$ cat src/rtl/alu_arbiter_if.sv
// alu_arbiter_if: request, ALU and response bus bundle for alu_arbiter.
// Signals:
//   reqValid/reqReady, reqOpcode0/1, reqOperandA0/1, reqOperandB0/1 : two requesters
//   Opcode, Operand1, Operand2, Result, flagC, flagZ                   : ALU side
//   rspValid/rspReady, rspId, rspResult, rspFlagC, rspFlagZ, rspErr    : response
// Modports: slave = arbiter, master = requesters / ALU / response sink.
interface alu_arbiter_if;
    logic [1:0]  reqValid;
    logic [1:0]  reqReady;
    logic [2:0]  reqOpcode0;
    logic [2:0]  reqOpcode1;
    logic [7:0]  reqOperandA0;
    logic [7:0]  reqOperandA1;
    logic [7:0]  reqOperandB0;
    logic [7:0]  reqOperandB1;
    logic [2:0]  Opcode;
    logic [7:0]  Operand1;
    logic [7:0]  Operand2;
    logic [15:0] Result;
    logic        flagC;
    logic        flagZ;
    logic        rspValid;
    logic        rspReady;
    logic        rspId;
    logic [15:0] rspResult;
    logic        rspFlagC;
    logic        rspFlagZ;
    logic        rspErr;
    modport slave (
        input  reqValid, reqOpcode0, reqOpcode1, reqOperandA0, reqOperandA1,
               reqOperandB0, reqOperandB1, Result, flagC, flagZ, rspReady,
        output reqReady, Opcode, Operand1, Operand2, rspValid, rspId,
               rspResult, rspFlagC, rspFlagZ, rspErr
    );
    modport master (
        output reqValid, reqOpcode0, reqOpcode1, reqOperandA0, reqOperandA1,
               reqOperandB0, reqOperandB1, Result, flagC, flagZ, rspReady,
        input  reqReady, Opcode, Operand1, Operand2, rspValid, rspId,
               rspResult, rspFlagC, rspFlagZ, rspErr
    );
endinterface

$ cat src/rtl/alu_arbiter.sv
// alu_arbiter: round-robin arbiter sharing one ALU between two requesters.
// Ports: clk, rst (async active-high), s (alu_arbiter_if.slave: request,
//   ALU and response buses). Parameter ALU_WAIT (1..15): EXEC length in cycles.
// Optional macro ALU_ARB_OPCHK_EN: opcodes above 3'b100 are rejected with rspErr.
module alu_arbiter #(
    parameter int ALU_WAIT = 1
) (
    input logic          clk,
    input logic          rst,
    alu_arbiter_if.slave s
);
    typedef enum logic [1:0] {IDLE, EXEC, RESP} state_t;
    state_t      state;
    logic        ptr, gnt, hs, bad;
    logic        vld_q, id_q, c_q, z_q;
    logic [3:0]  cnt;
    logic [2:0]  op_q, op_sel;
    logic [7:0]  a_q, b_q, a_sel, b_sel;
    logic [15:0] res_q;

    // Pointer only matters when both request; a lone requester always wins.
    assign gnt        = (s.reqValid == 2'b11) ? ptr : s.reqValid[1];
    assign s.reqReady = (state == IDLE && !rst && s.reqValid != 2'b00) ? (gnt ? 2'b10 : 2'b01) : 2'b00;
    assign hs         = |(s.reqValid & s.reqReady);
    assign op_sel     = gnt ? s.reqOpcode1 : s.reqOpcode0;
    assign a_sel      = gnt ? s.reqOperandA1 : s.reqOperandA0;
    assign b_sel      = gnt ? s.reqOperandB1 : s.reqOperandB0;

    assign s.Opcode    = op_q;
    assign s.Operand1  = a_q;
    assign s.Operand2  = b_q;
    assign s.rspValid  = vld_q;
    assign s.rspId     = id_q;
    assign s.rspResult = res_q;
    assign s.rspFlagC  = c_q;
    assign s.rspFlagZ  = z_q;

`ifdef ALU_ARB_OPCHK_EN
    logic err_q;
    assign bad      = op_sel > 3'b100;
    assign s.rspErr = err_q;
    always_ff @(posedge clk or posedge rst)
        if (rst)
            err_q <= 1'b0;
        else if (hs)
            err_q <= bad;
`else
    assign bad      = 1'b0;
    assign s.rspErr = 1'b0;
`endif

    always_ff @(posedge clk or posedge rst) begin
        if (rst) begin
            state <= IDLE;
            ptr   <= 1'b0;
            cnt   <= 4'd0;
            op_q  <= 3'd0;
            a_q   <= 8'd0;
            b_q   <= 8'd0;
            vld_q <= 1'b0;
            id_q  <= 1'b0;
            res_q <= 16'd0;
            c_q   <= 1'b0;
            z_q   <= 1'b0;
        end else begin
            case (state)
                IDLE: if (hs) begin
                    id_q <= gnt;
                    ptr  <= ~gnt;
                    if (bad) begin
                        // Rejected op: ALU bus keeps its old values, respond next cycle.
                        state <= RESP;
                        vld_q <= 1'b1;
                        res_q <= 16'd0;
                        c_q   <= 1'b0;
                        z_q   <= 1'b0;
                    end else begin
                        state <= EXEC;
                        op_q  <= op_sel;
                        a_q   <= a_sel;
                        b_q   <= b_sel;
                        cnt   <= 4'(ALU_WAIT - 1);
                    end
                end
                EXEC: if (cnt == 4'd0) begin
                    state <= RESP;
                    vld_q <= 1'b1;
                    res_q <= s.Result;
                    c_q   <= s.flagC;
                    z_q   <= s.flagZ;
                end else
                    cnt <= cnt - 4'd1;
                default: if (s.rspReady) begin
                    state <= IDLE;
                    vld_q <= 1'b0;
                end
            endcase
        end
    end
endmodule

$ cat src/flat_wrapper.sv
// flat-port wrapper written by rule: the top's interface ports become plain ports
module alu_arbiter_flat 
#(
    parameter int ALU_WAIT = 1
)
  (clk, rst, s_reqValid, s_reqOpcode0, s_reqOpcode1, s_reqOperandA0, s_reqOperandA1, s_reqOperandB0, s_reqOperandB1, s_Result, s_flagC, s_flagZ, s_rspReady, s_reqReady, s_Opcode, s_Operand1, s_Operand2, s_rspValid, s_rspId, s_rspResult, s_rspFlagC, s_rspFlagZ, s_rspErr);
  alu_arbiter_if s_i ();
  input logic clk;
  input logic rst;
  input wire logic [$bits(s_i.reqValid)-1:0] s_reqValid;
  input wire logic [$bits(s_i.reqOpcode0)-1:0] s_reqOpcode0;
  input wire logic [$bits(s_i.reqOpcode1)-1:0] s_reqOpcode1;
  input wire logic [$bits(s_i.reqOperandA0)-1:0] s_reqOperandA0;
  input wire logic [$bits(s_i.reqOperandA1)-1:0] s_reqOperandA1;
  input wire logic [$bits(s_i.reqOperandB0)-1:0] s_reqOperandB0;
  input wire logic [$bits(s_i.reqOperandB1)-1:0] s_reqOperandB1;
  input wire logic [$bits(s_i.Result)-1:0] s_Result;
  input wire logic [$bits(s_i.flagC)-1:0] s_flagC;
  input wire logic [$bits(s_i.flagZ)-1:0] s_flagZ;
  input wire logic [$bits(s_i.rspReady)-1:0] s_rspReady;
  output wire logic [$bits(s_i.reqReady)-1:0] s_reqReady;
  output wire logic [$bits(s_i.Opcode)-1:0] s_Opcode;
  output wire logic [$bits(s_i.Operand1)-1:0] s_Operand1;
  output wire logic [$bits(s_i.Operand2)-1:0] s_Operand2;
  output wire logic [$bits(s_i.rspValid)-1:0] s_rspValid;
  output wire logic [$bits(s_i.rspId)-1:0] s_rspId;
  output wire logic [$bits(s_i.rspResult)-1:0] s_rspResult;
  output wire logic [$bits(s_i.rspFlagC)-1:0] s_rspFlagC;
  output wire logic [$bits(s_i.rspFlagZ)-1:0] s_rspFlagZ;
  output wire logic [$bits(s_i.rspErr)-1:0] s_rspErr;
  assign s_i.reqValid = s_reqValid;
  assign s_i.reqOpcode0 = s_reqOpcode0;
  assign s_i.reqOpcode1 = s_reqOpcode1;
  assign s_i.reqOperandA0 = s_reqOperandA0;
  assign s_i.reqOperandA1 = s_reqOperandA1;
  assign s_i.reqOperandB0 = s_reqOperandB0;
  assign s_i.reqOperandB1 = s_reqOperandB1;
  assign s_i.Result = s_Result;
  assign s_i.flagC = s_flagC;
  assign s_i.flagZ = s_flagZ;
  assign s_i.rspReady = s_rspReady;
  assign s_reqReady = s_i.reqReady;
  assign s_Opcode = s_i.Opcode;
  assign s_Operand1 = s_i.Operand1;
  assign s_Operand2 = s_i.Operand2;
  assign s_rspValid = s_i.rspValid;
  assign s_rspId = s_i.rspId;
  assign s_rspResult = s_i.rspResult;
  assign s_rspFlagC = s_i.rspFlagC;
  assign s_rspFlagZ = s_i.rspFlagZ;
  assign s_rspErr = s_i.rspErr;
  alu_arbiter #(.ALU_WAIT(ALU_WAIT)) u_core (.clk(clk), .rst(rst), .s(s_i));
endmodule
$ cat config.mk
export PLATFORM = sky130hd
export DESIGN_NAME = alu_arbiter_flat
export DESIGN_NICKNAME = d
export VERILOG_FILES = /design/src/rtl/alu_arbiter_if.sv /design/src/rtl/alu_arbiter.sv /design/src/flat_wrapper.sv
export SDC_FILE = /design/constraint.sdc
export NUM_CORES = 1
export LEC_CHECK = 0
export ABC_CLOCK_PERIOD_IN_PS = 1500
export CAP_MARGIN = 20
export CORE_ASPECT_RATIO = 2
export CORE_MARGIN = 2
export CORE_UTILIZATION = 30
export CTS_CLUSTER_DIAMETER = 100
export DETAILED_ROUTE_END_ITERATION = 8
export PLACE_DENSITY = 0.63
export RECOVER_POWER = 25
export SYNTH_ARGS = -nofsm -noshare
export SYNTH_HDL_FRONTEND = slang
export SYNTH_SLANG_ARGS = --single-unit
$ cat constraint.sdc
create_clock -name clk -period 1.5 [get_ports clk]
set_input_delay 0.3 -clock clk [delete_from_list [all_inputs] [get_ports clk]]
set_output_delay 0.3 -clock clk [all_outputs]
set_load 0.01 [all_outputs]
==> out/qor.csv <==
stage;metric;value;unit
outcome;run_status;finished with violations;
outcome;violations;negative setup slack;
route;drc;0;
clocking;cts_tree;built;
logic_synthesis;ys_types;29;
global_route;grt_pass1_wl;9700;µm
sta;worst_pin_slew;0.609;ns
global_route;antenna_found_initial;0;
critical_path;critPathRequiredTime;1.20;ns
flow_run;cap_violations;0;
clocking;cts_root_buf;clkbuf_16;
final_layout;antenna_cells;0;
final_layout;num-fill-cells;608;
clocking;clk_pin_slew;0.06;ns
final_layout;final_cell_mix;clkdlybuf4s50_1 (75), dfrtp_1 (46), o21a_1 (19), a221o_1 (19), mux2_2 (18);
global_route;grt_pass1_vias;1969;
place;preCtsSetupSlack;-0.546;ns
critical_path;cp_cell_sequence;nor3_2, buf_4, and3_4, buf_6;
logic_synthesis;syn-mean-instance-area;12.9;µm²
final_layout;fin_util;54.7;%
critical_path;crit_cells;4;
sta;timing.final.ws_setup;-0.0581;ns
sta;rsz0062_at_grt;true;
route;detail-route-antenna-nets;0;
sta;maxSlewViolCount;0;
critical_path;slowest_delay;0.40;ns
route;num_vias;1809;
sta;slew_headroom;59.4;%
sta;period_share;104;%
sta;setup_viol;17;
clocking;cts_buffers;5;
pwr;p_switching;0.00217;W
critical_path;cp.arrival;1.26;ns
worst_hold_path;hp-class;in2async;
place;place_congestion;0.767;
critical_path;worstSetupStartpointType;flop;
route;wl_per_cell;17.0;µm
clocking;cts_max_level;2;
floorplan;dieArea;7510;µm²
floorplan;die-height;121;µm
clocking;cts.sinks;46;
logic_synthesis;netlist_area;2040;µm²
critical_path;crit_path_max_fanout;3;
critical_path;critical_path_class;reg2out;
final_layout;drive_gt1_share;24.5;%
logic_synthesis;yosys.area.top_type;dfrtp_1;
logic_synthesis;ys_ff_latch;46;
logic_synthesis;yosys_warnings;0;
sta;max_freq;642;MHz
floorplan;fp.coreArea;6620;µm²
final_layout;final_cell_area;3620;µm²
critical_path;end_kind;output port;
clocking;cts_hold_buffers;0;
pwr;clkPwrFrac;18.1;%
global_route;grt_start_max_net_pins;45;
floorplan;io_pins;103;
pwr;powerDensity;1910;nW/µm²
route;first_iter_violations;53;
place;post-dp-hpwl;4400;µm
pwr;combPwrFrac;50.4;%
logic_synthesis;yosysTopAreaCellShare;56.5;%
global_route;grt.overflow.total;0;
pwr;p_int;0.00477;W
pwr;p_leak;1.70;nW
logic_synthesis;seq_area_frac_synth;56.5;%
clocking;clk_latency;0.28;ns
critical_path;rrSetupSlack;-0.02;ns
critical_path;crit_path_top_delay_cell;dfrtp_1;
final_layout;layout_commonest_cell;clkdlybuf4s50_1;
logic_synthesis;synth.area.top_cells;dfrtp_1 (56%), mux2_2 (9.9%), a221o_1 (9.3%);
final_layout;synthToLayoutAreaGrowth;77.8;%
global_route;grt_usage;16.4;%
route;drt-total-wl;6300;µm
sta;period_minus_slack;1.56;ns
final_layout;nets;345;
pwr;switching_share;31.3;%
critical_path;reg2regPathDepth;4;
pwr;ir_drop;0.00105;V
route;viasPerCell;4.89;
route;drt_first_pass_iters;4;
logic_synthesis;syn_inst;158;
place;io_buffers;101;
place;place_area;3250;µm²
floorplan;fp.dieW;62.3;µm
critical_path;cp_top_family;flip-flops;
logic_synthesis;syn_nets;221;
sta;skew;0.00551;ns
pwr;p_seq_share;31.5;%
sta;finalHoldViolCount;0;
floorplan;row_count;42;
floorplan;initial_utilization;30.8;%
clocking;clock_path_buffers;2;
critical_path;path_buf_inv;2;
metrics by stage:
step                setup TNS, ns  total power, W  hold WS [ns]  cells
CTS                        -0.623         0.00682         0.213    365
detailed placement         -11.99         0.00544         0.473    353
global route                -2.10         0.00730         0.236    370
global placement           -12.13         0.00538         0.461    353
floorplan                -0.00673         0.00374         0.396    158
finish                     -0.317         0.00693         0.230    370
worst reg2reg max path, delay by kind of cell, from the launching register on:
family	cells	cell delay, ns
compound gates	2	0.44
buf+inv	1	0.14
flops	1	0.40
simple gates	1	0.43
repair_timing:
action                                  CTS  global route
pin swaps                                 3             4
endpoints found under the setup margin   41            56
setup buffers                             2             1
resized for setup                        32            23
gates cloned                              3             5
kinds of logic after synthesis:
family	Yosys count	synth area share, %
AO/OA/AOI/OAI	50	20.4
other	1	0.184
AND/OR/NAND/NOR	24	6.94
adder cells (fa/ha/maj)	2	1.23
flip-flops	46	56.5
buffers and inverters	17	4.85
multiplexers	18	9.94
layout make-up:
type,count,area (µm²),share of cell area [%]
clock inverters,1,30.0,0.829
clock buffers,6,139,3.83
inverters,5,18.8,0.518
repair buffers,126,1280,35.3
well taps,88,110,3.04
multi-input cells,98,895,24.7
flip-flops and latches,46,1150,31.8
flip-flops by register name, summed over array words and instances, names as in the netlist:
name                count
u_core.cnt              4
u_core.s.rspValid       1
u_core.s.rspFlagZ       1
u_core.ptr              1
u_core.s.rspId          1
u_core.s.Opcode         3
u_core.s.rspResult     16
u_core.s.Operand2       8
u_core.s.rspFlagC       1
u_core.s.Operand1       8
u_core.state            2
Yosys cell counts:
cell type / instances
and3_1: 2
nor2b_1: 1
nor3b_1: 2
or4b_2: 1
inv_1: 5
nand2b_1: 2
or4_1: 1
mux2_2: 18
nor3b_2: 1
a21oi_1: 2
buf_6: 3
a221o_1: 19
nor3_1: 1
dfrtp_1: 46
ha_1: 2
buf_4: 1
or3_4: 1
nor2_1: 3
clkbuf_1: 1
o311ai_0: 3
nand2_1: 6
a31o_2: 1
nand3_1: 3
buf_2: 7
o21a_1: 19
a21o_1: 2
conb_1: 1
o21ai_0: 3
o211ai_1: 1
worst paths after layout:
kind	from	endpoint
hold reg to reg	u_core.s.rspId	u_core.s.rspId
setup reg to reg	u_core.state[0]	u_core.s.Operand1[2]
setup / recovery	u_core.state[0]	s_reqReady[0]
hold / removal	rst	u_core.cnt[0]
min in group clk	u_core.s.rspId	u_core.s.rspId
max in group asynchronous	rst	u_core.s.rspResult[9]
layer usage:
layer  global-route usage (%)  vias up  wire, µm
li1                         -      843         -
met1                     17.0      917      2120
met2                     33.5       45      3950
met3                     1.21        4       130
met4                     6.11        0        91
met5                        0        -         0
power by group through the flow:
stage / Sequential [W] / Clock [W] / Combinational, W
5_1_grt: 0.00225 / 0.00133 / 0.00372
3_3_place_gp: 0.00217 / 0 / 0.00321
3_5_place_dp: 0.00219 / 0 / 0.00325
6_report: 0.00218 / 0.00126 / 0.00350
2_1_floorplan: 0.00242 / 0 / 0.00132
4_1_cts: 0.00218 / 0.00130 / 0.00335
No activity file was read; power rests on OpenSTA's default activity.
